<file path="src/rtl/tty_tx_if.sv">
// tty_tx_if: handshake between the CPU IOT decoder and the teleprinter output device
interface tty_tx_if;
   logic       load;
   logic [7:0] dataout;
   logic       clear;
   logic       ready;
   logic       busy;
   logic       overrun;
   modport master (output load, dataout, clear, input ready, busy, overrun);
   modport slave  (input load, dataout, clear, output ready, busy, overrun);
endinterface

</file>
<file path="src/rtl/tty_tx_device.sv">
// tty_tx_device: IOT teleprinter output, LSB-first async serial with a one-entry holding register; define TTY_TX_PARITY_EN for an even-parity bit
module tty_tx_device #(
   parameter int CLKS_PER_BIT = 16,
   parameter int STOP_BITS    = 1
) (
   input  logic    clk,
   input  logic    rst,
   tty_tx_if.slave bus,
   output logic    tx
);
   localparam int CW = $clog2(CLKS_PER_BIT);
   localparam logic [CW-1:0] CLAST = CW'(CLKS_PER_BIT - 1);
   typedef enum logic [2:0] {IDLE, START, DATA, PARITY, STOP} state_t;
`ifdef TTY_TX_PARITY_EN
   localparam state_t AFTER_DATA = PARITY;
`else
   localparam state_t AFTER_DATA = STOP;
`endif
   state_t        state, state_n;
   logic [CW-1:0] cnt, cnt_n;
   logic [2:0]    bit_idx, bit_idx_n;
   logic          stop_idx, stop_idx_n;
   logic [7:0]    shift, shift_n, hold, hold_n;
   logic          hold_full, hold_full_n;
   logic          start_new, accept_hold;
   logic          tx_n, rdy, rdy_n, bsy, bsy_n, ovr, ovr_n;
   logic          bit_end, frame_end;
   assign bit_end     = cnt == CLAST;
   assign frame_end   = state == STOP && bit_end && stop_idx == 1'(STOP_BITS - 1);
   assign bus.ready   = rdy;
   assign bus.busy    = bsy;
   assign bus.overrun = ovr;
   // state register
   always_ff @(posedge clk) begin
      if (rst) state <= IDLE;
      else     state <= state_n;
   end
   // next state: a new frame starts straight from the last stop cycle when a character is waiting
   always_comb begin
      state_n = state;
      case (state)
         IDLE:    state_n = bus.load ? START : IDLE;
         START:   state_n = bit_end ? DATA : START;
         DATA:    state_n = (bit_end && bit_idx == 3'd7) ? AFTER_DATA : DATA;
         PARITY:  state_n = bit_end ? STOP : PARITY;
         STOP:    state_n = frame_end ? ((hold_full || bus.load) ? START : IDLE) : STOP;
         default: state_n = IDLE;
      endcase
   end
   // datapath and output next values; the holding char always leaves before a new one lands
   always_comb begin
      start_new   = (state == IDLE && bus.load) || (frame_end && (hold_full || bus.load));
      accept_hold = bus.load && state != IDLE && !(frame_end && !hold_full);
      cnt_n       = (state == IDLE || bit_end) ? '0 : cnt + CW'(1);
      bit_idx_n   = state != DATA ? 3'd0 : bit_idx + 3'(bit_end);
      stop_idx_n  = (state != STOP || frame_end) ? 1'b0 : stop_idx ^ bit_end;
      shift_n     = start_new ? (hold_full ? hold : bus.dataout) : shift;
      hold_n      = accept_hold ? bus.dataout : hold;
      hold_full_n = accept_hold || (hold_full && !frame_end);
      tx_n        = state_n == START ? 1'b0 : state_n == DATA ? shift_n[bit_idx_n] : state_n == PARITY ? ^shift_n : 1'b1;
      rdy_n       = frame_end || (rdy && !(bus.load || bus.clear));
      bsy_n       = state_n != IDLE || hold_full_n;
      ovr_n       = bus.load && hold_full && !frame_end;
   end
   // datapath and registered outputs
   always_ff @(posedge clk) begin
      if (rst) begin
         cnt       <= '0;
         bit_idx   <= '0;
         stop_idx  <= 1'b0;
         shift     <= '0;
         hold      <= '0;
         hold_full <= 1'b0;
         tx        <= 1'b1;
         rdy       <= 1'b0;
         bsy       <= 1'b0;
         ovr       <= 1'b0;
      end else begin
         cnt       <= cnt_n;
         bit_idx   <= bit_idx_n;
         stop_idx  <= stop_idx_n;
         shift     <= shift_n;
         hold      <= hold_n;
         hold_full <= hold_full_n;
         tx        <= tx_n;
         rdy       <= rdy_n;
         bsy       <= bsy_n;
         ovr       <= ovr_n;
      end
   end
endmodule
</file>
<file path="src/flat_wrapper.sv">
// flat-port wrapper written by rule: the top's interface ports become plain ports
module tty_tx_device_flat 
#(
   parameter int CLKS_PER_BIT = 16,
   parameter int STOP_BITS    = 1
)
  (clk, rst, tx, bus_load, bus_dataout, bus_clear, bus_ready, bus_busy, bus_overrun);
  tty_tx_if bus_i ();
  input  logic clk;
  input  logic rst;
  output logic tx;
  input wire logic [$bits(bus_i.load)-1:0] bus_load;
  input wire logic [$bits(bus_i.dataout)-1:0] bus_dataout;
  input wire logic [$bits(bus_i.clear)-1:0] bus_clear;
  output wire logic [$bits(bus_i.ready)-1:0] bus_ready;
  output wire logic [$bits(bus_i.busy)-1:0] bus_busy;
  output wire logic [$bits(bus_i.overrun)-1:0] bus_overrun;
  assign bus_i.load = bus_load;
  assign bus_i.dataout = bus_dataout;
  assign bus_i.clear = bus_clear;
  assign bus_ready = bus_i.ready;
  assign bus_busy = bus_i.busy;
  assign bus_overrun = bus_i.overrun;
  tty_tx_device #(.CLKS_PER_BIT(CLKS_PER_BIT), .STOP_BITS(STOP_BITS)) u_core (.clk(clk), .rst(rst), .bus(bus_i), .tx(tx));
endmodule
</file>
<file path="config.mk">
export PLATFORM = sky130hd
export DESIGN_NAME = tty_tx_device_flat
export DESIGN_NICKNAME = d
export VERILOG_FILES = /design/src/rtl/tty_tx_if.sv /design/src/rtl/tty_tx_device.sv /design/src/flat_wrapper.sv
export SDC_FILE = /design/constraint.sdc
export NUM_CORES = 1
export LEC_CHECK = 0
export ABC_AREA = 1
export ABC_CLOCK_PERIOD_IN_PS = 5600
export CORE_MARGIN = 5
export CORE_UTILIZATION = 57
export CTS_BUF_LIST = sky130_fd_sc_hd__clkbuf_16
export DETAILED_ROUTE_END_ITERATION = 16
export GPL_TIMING_DRIVEN = 0
export HOLD_SLACK_MARGIN = 0.1
export PLACE_DENSITY = 0.82
export SLEW_MARGIN = 20
export SYNTH_ARGS = -nofsm -noshare
export SYNTH_HDL_FRONTEND = slang
export SYNTH_SLANG_ARGS = --single-unit
</file>
<file path="constraint.sdc">
create_clock -name clk -period 5.6 [get_ports clk]
set_clock_uncertainty 0.05 [all_clocks]
set_input_delay 0.56 -clock clk [delete_from_list [all_inputs] [get_ports clk]]
set_output_delay 0.56 -clock clk [all_outputs]
set_load 0.05 [all_outputs]
</file>
======== Word level (Yosys, flattened, before mapping) ========
Cells that the tools add are included.
word-level totals
  register bits after elaboration ......... 32
  bits of input ports ..................... 12
operators by class
  bitwise operators ....................... 2
  equal/unequal tests ..................... 11
  mux-type cells .......................... 15
  reductions and logical operators ........ 30
  add/subtract/negate cells ............... 2
  $lt $le $gt $ge ......................... 1
operator list
  kind                                                                   count
  8-bit 2-to-1 mux                                                       2
  3-bit one-hot mux with 5 select lines                                  1
  3-bit by 2-bit equality test with 1-bit output, second input constant  4
  1-bit logical AND                                                      12
  3-bit 2-to-1 mux                                                       4
  1-bit logical OR                                                       8
  8-bit XOR reduction                                                    1
  3-bit by 1-bit equality test with 1-bit output, second input constant  2
  3-bit equality test, second input constant                             2
  1-bit 2-to-1 mux                                                       6
  3-bit nonzero test                                                     2
  4-bit by 1-bit adder with 4-bit output, second input constant          1
  4-bit equality test, second input constant                             1
  1-bit logical NOT                                                      4
  3-bit by 4-bit < comparator with 1-bit output, second input constant   1
  2-bit OR reduction                                                     2
  3-bit by 1-bit adder with 3-bit output                                 1
  1-bit binary-select mux with 3-bit select                              1
  3-bit logical NOT                                                      1
  3-bit by 2-bit != test with 1-bit output, second input constant        1
  3-bit != test, second input constant                                   1
  2-bit 2-to-1 mux                                                       1
  1-bit NOT                                                              1
  1-bit XOR                                                              1

======== Logic depth before layout (Yosys ltp) ========
Gate-level depths: netlist (run 1).
  depth after elaboration ................. 10
  depth in mapped cells ................... 17
  depth with buffers taken out ............ 16

======== Worst setup path after synthesis (run 1) ========
OpenSTA, ideal clock, no wires.
  kind .................................... reg-to-reg
  start point ............................. register u_core.cnt[0]
  end point ............................... register u_core.tx
  buffers on the path ..................... 0
  data required time ...................... 5,437 ps
  period minus slack after synthesis ...... 2,003 ps
  setup slack ............................. 3,597 ps
  arrival time ............................ 1,841 ps
  library setup time ...................... 113 ps
  cell stages (with the launch flop) ...... 14
  cells stage by stage .................... dfxtp_1 > ha_1 > nand3_4 > inv_1 > ha_1 > ha_1 > inv_1 > or2_2 > a21oi_1 > nand3_1 > nand3_1 > nand2_1 > nor2_1 > nor2_1
between the ends
  longest elaborated chain between the ends .. 10
RTL lines
  what                                                                            line                 text
  start: declaration                                                              tty_tx_device.sv:20  logic [CW-1:0] cnt, cnt_n;
  start signal: assignment                                                        tty_tx_device.sv:79  cnt <= cnt_n;
  4-bit equality test *                                                           tty_tx_device.sv:28  assign bit_end = cnt == CLAST;
  branches (longest 8 deep; another with 3-bit by 1-bit adder with 3-bit output)  -
  1-bit 2-to-1 mux *                                                              tty_tx_device.sv:60  tx_n = state_n == START ? 1'b0 : state_n == DATA ? shift_n[bit_idx_n] : state_n == PARITY ? ^shift_n : 1'b1;
  end signal: assignment                                                          tty_tx_device.sv:85  tx <= tx_n;
  end: declaration                                                                tty_tx_device.sv:9   output logic tx
Every way passes the cells marked *. The select of a mux whose other input is x is not followed.
A chain may end at the register's enable or synchronous reset.

======== Worst setup path in the final report (run 1) ========
  start point ............................. input bus_load
  end point ............................... register u_core.tx
between the ends
  longest elaborated chain between the ends .. 8
RTL lines
  what                                                                              line                                      text
  start: declaration                                                                flat_wrapper.sv:12                        input wire logic [$bits(bus_i.load)-1:0] bus_load;
  1-bit logical OR                                                                  tty_tx_device.sv:46, tty_tx_device.sv:52
  1-bit 2-to-1 mux / 1-bit logical AND (equally long branches)                      tty_tx_device.sv:46, tty_tx_device.sv:52
  3-bit 2-to-1 mux / 1-bit logical OR (equally long branches)                       tty_tx_device.sv:46, tty_tx_device.sv:52
  3-bit one-hot mux with 5 select lines / 8-bit 2-to-1 mux (equally long branches)  tty_tx_device.sv:41, tty_tx_device.sv:57
  3-bit by 2-bit equality test with 1-bit output, or another cell as far along      tty_tx_device.sv:60
  1-bit 2-to-1 mux (2 in a row)                                                     tty_tx_device.sv:60
  1-bit 2-to-1 mux *                                                                tty_tx_device.sv:60
Mark *: on every way between the ends. The rest lies on a longest branch, timed or not. The select of a mux whose other input is x is not followed.

==> results of run 1 <==
-- flip-flops by register name (all words and copies together), names as in the netlist --
signal / flops
u_core.bit_idx: 3
u_core.bus.busy: 1
u_core.bus.overrun: 1
u_core.bus.ready: 1
u_core.cnt: 4
u_core.hold: 8
u_core.hold_full: 1
u_core.shift: 8
u_core.state: 3
u_core.stop_idx: 1
u_core.tx: 1
-- critical path: cells and delay by family --
kind / cells / cell delay, ps
buffers and inverters: 3 / 770
AND/OR/NAND/NOR: 14 / 1090
-- power groups by stage --
stage | registers [mW] | clock network, mW | logic, mW
5_1_grt | 0.248 | 0.316 | 0.128
2_1_floorplan | 0.255 | 0 | 0.0776
4_1_cts | 0.246 | 0.302 | 0.112
3_3_place_gp | 0.250 | 0 | 0.109
6_report | 0.247 | 0.300 | 0.112
3_5_place_dp | 0.251 | 0 | 0.111
-- metal layers --
layer | wire length, µm | global-route usage | share of wire
met5 | 0 | 0 | 0
met4 | 59 | 0.07360 | 0.015
met3 | 197 | 0.06122 | 0.051
met2 | 1917 | 0.3457 | 0.49
met1 | 1725 | 0.2531 | 0.44
-- layout make-up --
class / count / area [µm²] / area share
sequential: 32 / 640.6 / 0.2953
timing repair buffer: 14 / 140.1 / 0.06459
clock inverter: 3 / 38.79 / 0.01788
clock buffer: 5 / 125.1 / 0.05767
inverter: 35 / 131.4 / 0.06055
multi-input combinational: 197 / 977.2 / 0.4504
buffer: 9 / 61.31 / 0.02826
tap: 44 / 55.05 / 0.02537
-- final timing paths --
check                      from       endpoint  slack, ps  depth (start not counted)
setup / recovery       bus_load      u_core.tx       3280                         17
hold / removal    u_core.cnt[0]  u_core.cnt[0]        400                          1
setup reg to reg  u_core.cnt[0]      u_core.tx       3410                         17
hold reg to reg   u_core.cnt[0]  u_core.cnt[0]        400                          1
-- cell families (layout without fill, tap and decap cells) --
| logic type | after synthesis | in the layout | synth area share |
|---|---|---|---|
| and+or+nand+nor | 159 | 159 | 0.4133 |
| buffers and inverters | 44 | 66 | 0.1064 |
| AOI/OAI and AO/OA | 33 | 33 | 0.09606 |
| DFF | 32 | 32 | 0.3538 |
| adders and majority gates | 3 | 3 | 0.02073 |
| xor gates and xnor gates | 2 | 2 | 0.009677 |
-- cells in the final DEF, fill, tap and decap left out, types with 4 or more instances in the layout --
cell type and n:
dfxtp_1 32, inv_1 34, clkbuf_16 5, clkdlybuf4s50_1 14
nand3_1 21, o21ai_0 15, nand2_1 81, clkbuf_1 4
nand2_2 11, nor2_1 28, nand3b_1 8, a21oi_1 13
==> flow_summary.json, run 1 <==
{
  "finalCritPeriodShare": 0.4137,
  "dp_cells": 331,
  "die_h_um": 66.36,
  "synth_top_area_frac": 0.3538,
  "hold_viol_final": 0,
  "power_mw": 0.6587,
  "relSlewSlack": 0.6718,
  "track_usage": 0.2082,
  "num_vias": 1689,
  "area_growth_pct": 19.83,
  "cts_tree": "built",
  "clock_latency_ps": 280,
  "rsz0062_at_grt": "no",
  "cp_cell_sequence": "clkdlybuf4s50_1 > inv_1 > nand2_1 > nand3_4 > nand2_4 > buf_12 > nand2_2 > nand2_2 > nand2_1 > nand2_1 > nand2_1 > nand2_1 > nand2_1 > nand2_1 > nor2_1 > nor2_1 > nor2_1",
  "grt_pass1_vias": 1564,
  "fin_crit_ps": 2317,
  "root_buffer": "clkbuf_16",
  "drtIter0Drc": 109,
  "required_ps": 5720,
  "max_stage_delay_ps": 530,
  "final_cell_area_um2": 2170,
  "cp_max_fo": 10,
  "stdcell_count": 339,
  "slew_violations": 0,
  "route.detailed.drc": 0,
  "synth-edff-count": 0,
  "rows": 20,
  "status": "completed",
  "portBuffers": 14,
  "utilization": 0.7107,
  "cp-start-kind": "input pin",
  "p_seq_frac": 0.374,
  "crit_type": "in -> reg",
  "synth.most_common_cell": "nand2_1",
  "synth_area_um2": 1810,
  "place_congestion": 0.8842,
  "ctsResizeCount": 0,
  "ant_nets": 0,
  "grt_max_degree": 11,
  "cts_buffer_depth": 2,
  "synthDistinctLibCells": 29,
  "place_ws_ps": 3026,
  "setup_viol": 0,
  "p_leak_nw": 1.033,
  "fp.coreArea_um2": 3053,
  "post-dp-hpwl_um": 2907,
  "synthFlopType": "dfxtp_1",
  "irDropWorstVdd_uv": 279.4,
  "postSynthCellCount": 273,
  "clock_sinks": 32,
  "switching_power_mw": 0.1692,
  "dpl_cell_area_um2": 2006,
  "tns_ps": 0,
  "drive_gt1_frac": 0.1085,
  "grt_pass1_wl_um": 6906,
  "timing.final.ws_setup_ps": 3283,
  "combPwrFrac": 0.170,
  "sw_frac_of_total": 0.2568,
  "cp_slowest_cell": "clkdlybuf4s50_1",
  "start_util": 0.5930,
  "synth.net_count": 288,
  "yosys_warnings": 0,
  "first_pass_iters": 4,
  "die_area_um2": 4404,
  "synth_area_leaders": "dfxtp_1, nand2_1, inv_1",
  "gr-total-overflow": 0,
  "yosysSeqAreaShare": 0.3538,
  "n_fill_cell": 267,
  "synth_seq_cells": 32,
  "syn_area_per_cell_um2": 6.632,
  "fmax_mhz": 431.6,
  "drv_cap": 0,
  "cts_max_level": 2,
  "cts_made_buffers": 5,
  "antenna_found_initial": 0,
  "critPathCaptureType": "register",
  "power_density_nw_per_um2": 303.6,
  "fin_hold_ws_ps": 399.0,
  "power.share.clock": 0.456,
  "routedWlPerCell_um": 11.50,
  "clkTransAtPathRegs_ps": 50,
  "p_int_mw": 0.4895,
  "worstPathArrival_ps": 2440,
  "synth_commonest_cells": "nand2_1, inv_1, dfxtp_1, nor2_1, nand3_1",
  "path_common_cell": "nand2_1",
  "holdBufCountCts": 0,
  "antennaDiodeCount": 0,
  "ios": 16,
  "die_w_um": 66.36,
  "worst_pin_slew_ps": 490.8,
  "fin_nets": 309,
  "vias_per_cell": 4.982,
  "async_flop_share": 0,
  "hold_path.class": "reg -> reg",
  "postCtsSetupRepairBufs": 0,
  "routed_wl_um": 3899,
  "synth_area_leader_cell": "dfxtp_1"
}
Note: power is estimated with default switching activity, not from simulation.
==> run 2: changes to the inputs <==
Settings changed: ABC_CLOCK_PERIOD_IN_PS 5600 to 2200.
Clock period 5.6 ns to 2.2 ns, I/O delays scaled along.
==> flow_summary.json, run 2 (synthesis gave the netlist of run 1 again) <==
{
  "ant_nets": 0,
  "area_growth_pct": 26.05,
  "r2r-end": "u_core.tx",
  "drv_cap": 0,
  "dp_cells": 331,
  "worst-r2r-cell-count": 15,
  "die_area_um2": 4404,
  "track_usage": 0.2082,
  "rr_startpoint": "u_core.cnt[0]",
  "grt_max_degree": 11,
  "die_h_um": 66.36,
  "stdcell_count": 347,
  "fp.coreArea_um2": 3053,
  "grt_pass1_vias": 1564,
  "relSlewSlack": 0.6718,
  "drtIter0Drc": 93,
  "cp_slowest_cell": "dfxtp_2",
  "worst-path-stages": 15,
  "power_mw": 1.693,
  "antenna_found_initial": 0,
  "status": "completed",
  "path_common_cell": "nand2_1",
  "cts_buffer_depth": 2,
  "vias_per_cell": 5.101,
  "finalCritPeriodShare": 0.9417,
  "clock_sinks": 32,
  "critPathCaptureType": "register",
  "cp_max_fo": 6,
  "gr-total-overflow": 0,
  "worstSetupEndpoint": "u_core.tx",
  "fin_crit_ps": 2072,
  "p_leak_nw": 1.076,
  "root_buffer": "clkbuf_16",
  "post-dp-hpwl_um": 2907,
  "antennaDiodeCount": 0,
  "first_pass_iters": 4,
  "ios": 16,
  "multi_input_area_um2": 1012,
  "ff2ff_setup_slack_ps": 130,
  "hold_viol_final": 0,
  "crit_type": "reg -> reg",
  "cts_max_level": 2,
  "die_w_um": 66.36,
  "seqCellArea_um2": 643.1,
  "cp-start-kind": "register",
  "required_ps": 2320,
  "holdBufCountCts": 0,
  "routed_wl_um": 4117,
  "drive_gt1_frac": 0.1518,
  "hold_path.class": "in -> reg",
  "n_fill_cell": 251,
  "tns_ps": 0,
  "clkTransAtPathRegs_ps": 50,
  "utilization": 0.7475,
  "num_vias": 1770,
  "cts_tree": "built",
  "fmax_mhz": 482.7,
  "top_regs": "u_core.hold (8), u_core.shift (8), u_core.cnt (4)",
  "layout_commonest_cell": "nand2_1",
  "crit_start": "u_core.cnt[0]",
  "dpl_cell_area_um2": 2006,
  "fin_nets": 317,
  "final_cell_area_um2": 2282,
  "start_util": 0.5930,
  "worstPathArrival_ps": 2190,
  "place_congestion": 0.8842,
  "rows": 20,
  "clock_latency_ps": 280,
  "portBuffers": 14,
  "cp_cell_sequence": "ha_4 > nand3_4 > nor2_8 > nand3_4 > buf_4 > nand3b_1 > nand2_1 > nand2_1 > nand2_1 > nand2_1 > nand2_1 > nor2_1 > nor2_1 > nor2_1 > nor2_1",
  "place_ws_ps": -34.10,
  "routedWlPerCell_um": 11.86,
  "max_stage_delay_ps": 350,
  "power_density_nw_per_um2": 741.8,
  "irDropWorstVdd_uv": 705.8,
  "critPathBufInv": 1,
  "fin_hold_ws_ps": 277.3,
  "slew_violations": 0,
  "crit_family": "simple AND/OR/NAND/NOR gates",
  "setup_viol": 0,
  "final_cell_mix": "nand2_1, inv_1, dfxtp_1",
  "min_from": "rst",
  "route.detailed.drc": 0,
  "timing.final.ws_setup_ps": 128.3,
  "cts_made_buffers": 5,
  "worst_pin_slew_ps": 490.8,
  "grt_pass1_wl_um": 6906
}
## run 2: changes by cell type in the layout (fill, tap and decap cells not counted), sizes merged
cell and delta:
buf +7, clkbuf +1
## run 2: routing by layer
metal	share of wire	routed length, µm	GRT usage
met5	0	0	0
met2	0.51	2085	0.3457
met1	0.42	1715	0.2531
met3	0.054	221	0.06122
met4	0.023	94	0.07360
## run 2: power by group
group | total (mW) | switching, mW | internal (mW)
clock | 0.763 | 0.237 | 0.527
combinational | 0.300 | 0.185 | 0.115
sequential | 0.629 | 0.0158 | 0.613
total | 1.69 | 0.438 | 1.26
## run 2: worst min-delay path by stage
stage / endpoint / slack [ps] / depth (start not counted)
2_1_floorplan: u_core.hold[1] / 310 / 2
3_3_place_gp: u_core.cnt[0] / 380 / 1
3_5_place_dp: u_core.cnt[0] / 390 / 1
4_1_cts: u_core.shift[7] / 270 / 2
5_1_grt: u_core.shift[7] / 300 / 2
6_report: u_core.shift[7] / 280 / 2
## run 2: cell type report
class	instances	share of cell area
inverters	35	0.05757
well taps	44	0.02412
multi-input cells	197	0.4435
clock buffers	5	0.05482
clock inverters	3	0.01700
repair buffers	22	0.09320
flip-flops and latches	32	0.2818
plain buffers	9	0.02796
## run 2: what timing repair did
action,in CTS,in global routing
hold endpoints to repair,0,0
setup buffers,0,8
pin swaps,0,3
gates resized for setup,1,9
setup endpoints to repair,1,1
## run 2: worst reg2reg max path, stage by stage, from the launching register on
cell      delay, ps
dfxtp_2         350
ha_4            150
nand3_4         130
nor2_8          160
nand3_4         150
buf_4           200
nand3b_1        100
nand2_1         140
nand2_1          90
nand2_1          50
nand2_1          60
nand2_1          60
nor2_1           90
nor2_1           50
nor2_1           80
nor2_1           40
==> run 3: changes to the inputs <==
Settings changed: GPL_ROUTABILITY_DRIVEN set to 0.
==> flow_summary.json, run 3 (synthesis gave the netlist of run 1 again) <==
{
  "finalCritPeriodShare": 0.9591,
  "dpl_cell_area_um2": 2006,
  "final_cell_mix": "nand2_1, inv_1, dfxtp_1",
  "first_pass_iters": 4,
  "min_from": "rst",
  "fp.coreArea_um2": 3053,
  "crit_type": "reg -> reg",
  "cp-start-kind": "register",
  "cts_max_level": 2,
  "ff2ff_setup_slack_ps": 90,
  "drive_gt1_frac": 0.1836,
  "portBuffers": 14,
  "ant_nets": 0,
  "vias_per_cell": 5.120,
  "relSlewSlack": 0.6667,
  "rr_startpoint": "u_core.hold_full",
  "root_buffer": "clkbuf_16",
  "p_leak_nw": 1.079,
  "rsz0062_at_grt": "yes",
  "rows": 20,
  "cts_made_buffers": 5,
  "worst_pin_slew_ps": 498.5,
  "drv_cap": 0,
  "slew_violations": 0,
  "drtIter0Drc": 85,
  "routed_wl_um": 4246,
  "antennaDiodeCount": 0,
  "ios": 16,
  "track_usage": 0.2012,
  "routedWlPerCell_um": 12.17,
  "required_ps": 2320,
  "stdcell_count": 349,
  "final_cell_area_um2": 2297,
  "start_util": 0.5930,
  "die_w_um": 66.36,
  "gr-total-overflow": 0,
  "clkTransAtPathRegs_ps": 50,
  "grt_max_degree": 11,
  "irDropWorstVdd_uv": 655.2,
  "cts_tree": "built",
  "fin_nets": 320,
  "holdBufCountCts": 0,
  "hold_path.class": "in -> reg",
  "layout_commonest_cell": "nand2_1",
  "area_growth_pct": 26.88,
  "num_vias": 1787,
  "antenna_found_initial": 0,
  "die_h_um": 66.36,
  "cts_buffer_depth": 2,
  "power_density_nw_per_um2": 689.9,
  "fmax_mhz": 473.9,
  "post-dp-hpwl_um": 2814,
  "grt_pass1_vias": 1596,
  "clock_sinks": 32,
  "fin_crit_ps": 2110,
  "dp_cells": 331,
  "hold_viol_final": 0,
  "status": "completed",
  "cp_max_fo": 10,
  "die_area_um2": 4404,
  "crit_start": "u_core.hold_full",
  "worstPathArrival_ps": 2230,
  "route.detailed.drc": 0,
  "clock_latency_ps": 280,
  "critPathCaptureType": "register",
  "top_regs": "u_core.hold (8), u_core.shift (8), u_core.cnt (4)",
  "grt_pass1_wl_um": 6693,
  "setup_viol": 0
}
==> run 3: cell types whose count changed in the layout (fill, tap and decap cells not counted), sizes merged <==
| cell | change |
|---|---|
| clkbuf | +1 |
| bufinv | -1 |
| buf | +2 |
==> run 3: critical path: stages (launching register included) <==
cell and delay (ps):
dfxtp_1 300, buf_2 160, buf_2 190, o21ai_0 390, inv_1 120, nand2_1 140, nand2_2 100, nand2_1 70
nand2_1 40, nand2_1 70, nand2_2 60, nor2_1 110, nor2_1 60, nor2_1 90, nor2_1 50
==> run 3: per-layer routing <==
metal	part of all wire	global-route usage	wire, µm
met4	0.030	0.09898	126
met1	0.44	0.2254	1886
met2	0.49	0.3569	2081
met3	0.036	0.04082	152
met5	0	0	0
==> run 3: area by class of cell <==
cell class / count / area (µm²)
multi-input combinational: 197 / 1030
fill: 245 / 755.7
sequential: 32 / 643.1
timing repair buffer: 25 / 240.2
inverter: 35 / 131.4
clock buffer: 5 / 125.1
buffer: 9 / 63.81
tap: 44 / 55.05
clock inverter: 2 / 8.758
==> run 3: repair_timing <==
action                     4_1_cts  5_1_grt
buffers inserted                 0       10
pin swaps                        0       19
gates resized for setup          1       17
hold endpoints to repair         0        0
setup endpoints to repair        1        1
gates cloned                     0        1
==> run 3: final timing paths <==
kind                                   endpoint  depth (start not counted)
worst max-delay path                  u_core.tx                         14
worst min-delay path            u_core.shift[7]                          2
worst max register to register        u_core.tx                         14
worst min register to register    u_core.cnt[0]                          1
==> run 3: power by group <==
group	total, mW	internal, mW	switching [mW]
Combinational	0.317	0.123	0.193
Clock	0.640	0.405	0.235
Sequential	0.628	0.613	0.0151
Total	1.58	1.14	0.443
==> run 3: metrics by stage <==
stage / total power, mW / util / hold WS, ps / setup WS (ps) / setup TNS (ps)
finish: 1.585 / 0.7525 / 295.7 / 89.94 / 0
global route: 1.656 / 0.7525 / 328.1 / -88.89 / -88.89
CTS: 1.554 / 0.7020 / 267.9 / 12.96 / 0
detailed placement: 0.9178 / 0.6570 / 389.8 / -20.26 / -20.26
global placement: 0.9132 / 0.6570 / 381.6 / -4.616 / -4.616
floorplan: 0.8467 / - / 313.2 / 196.8 / 0
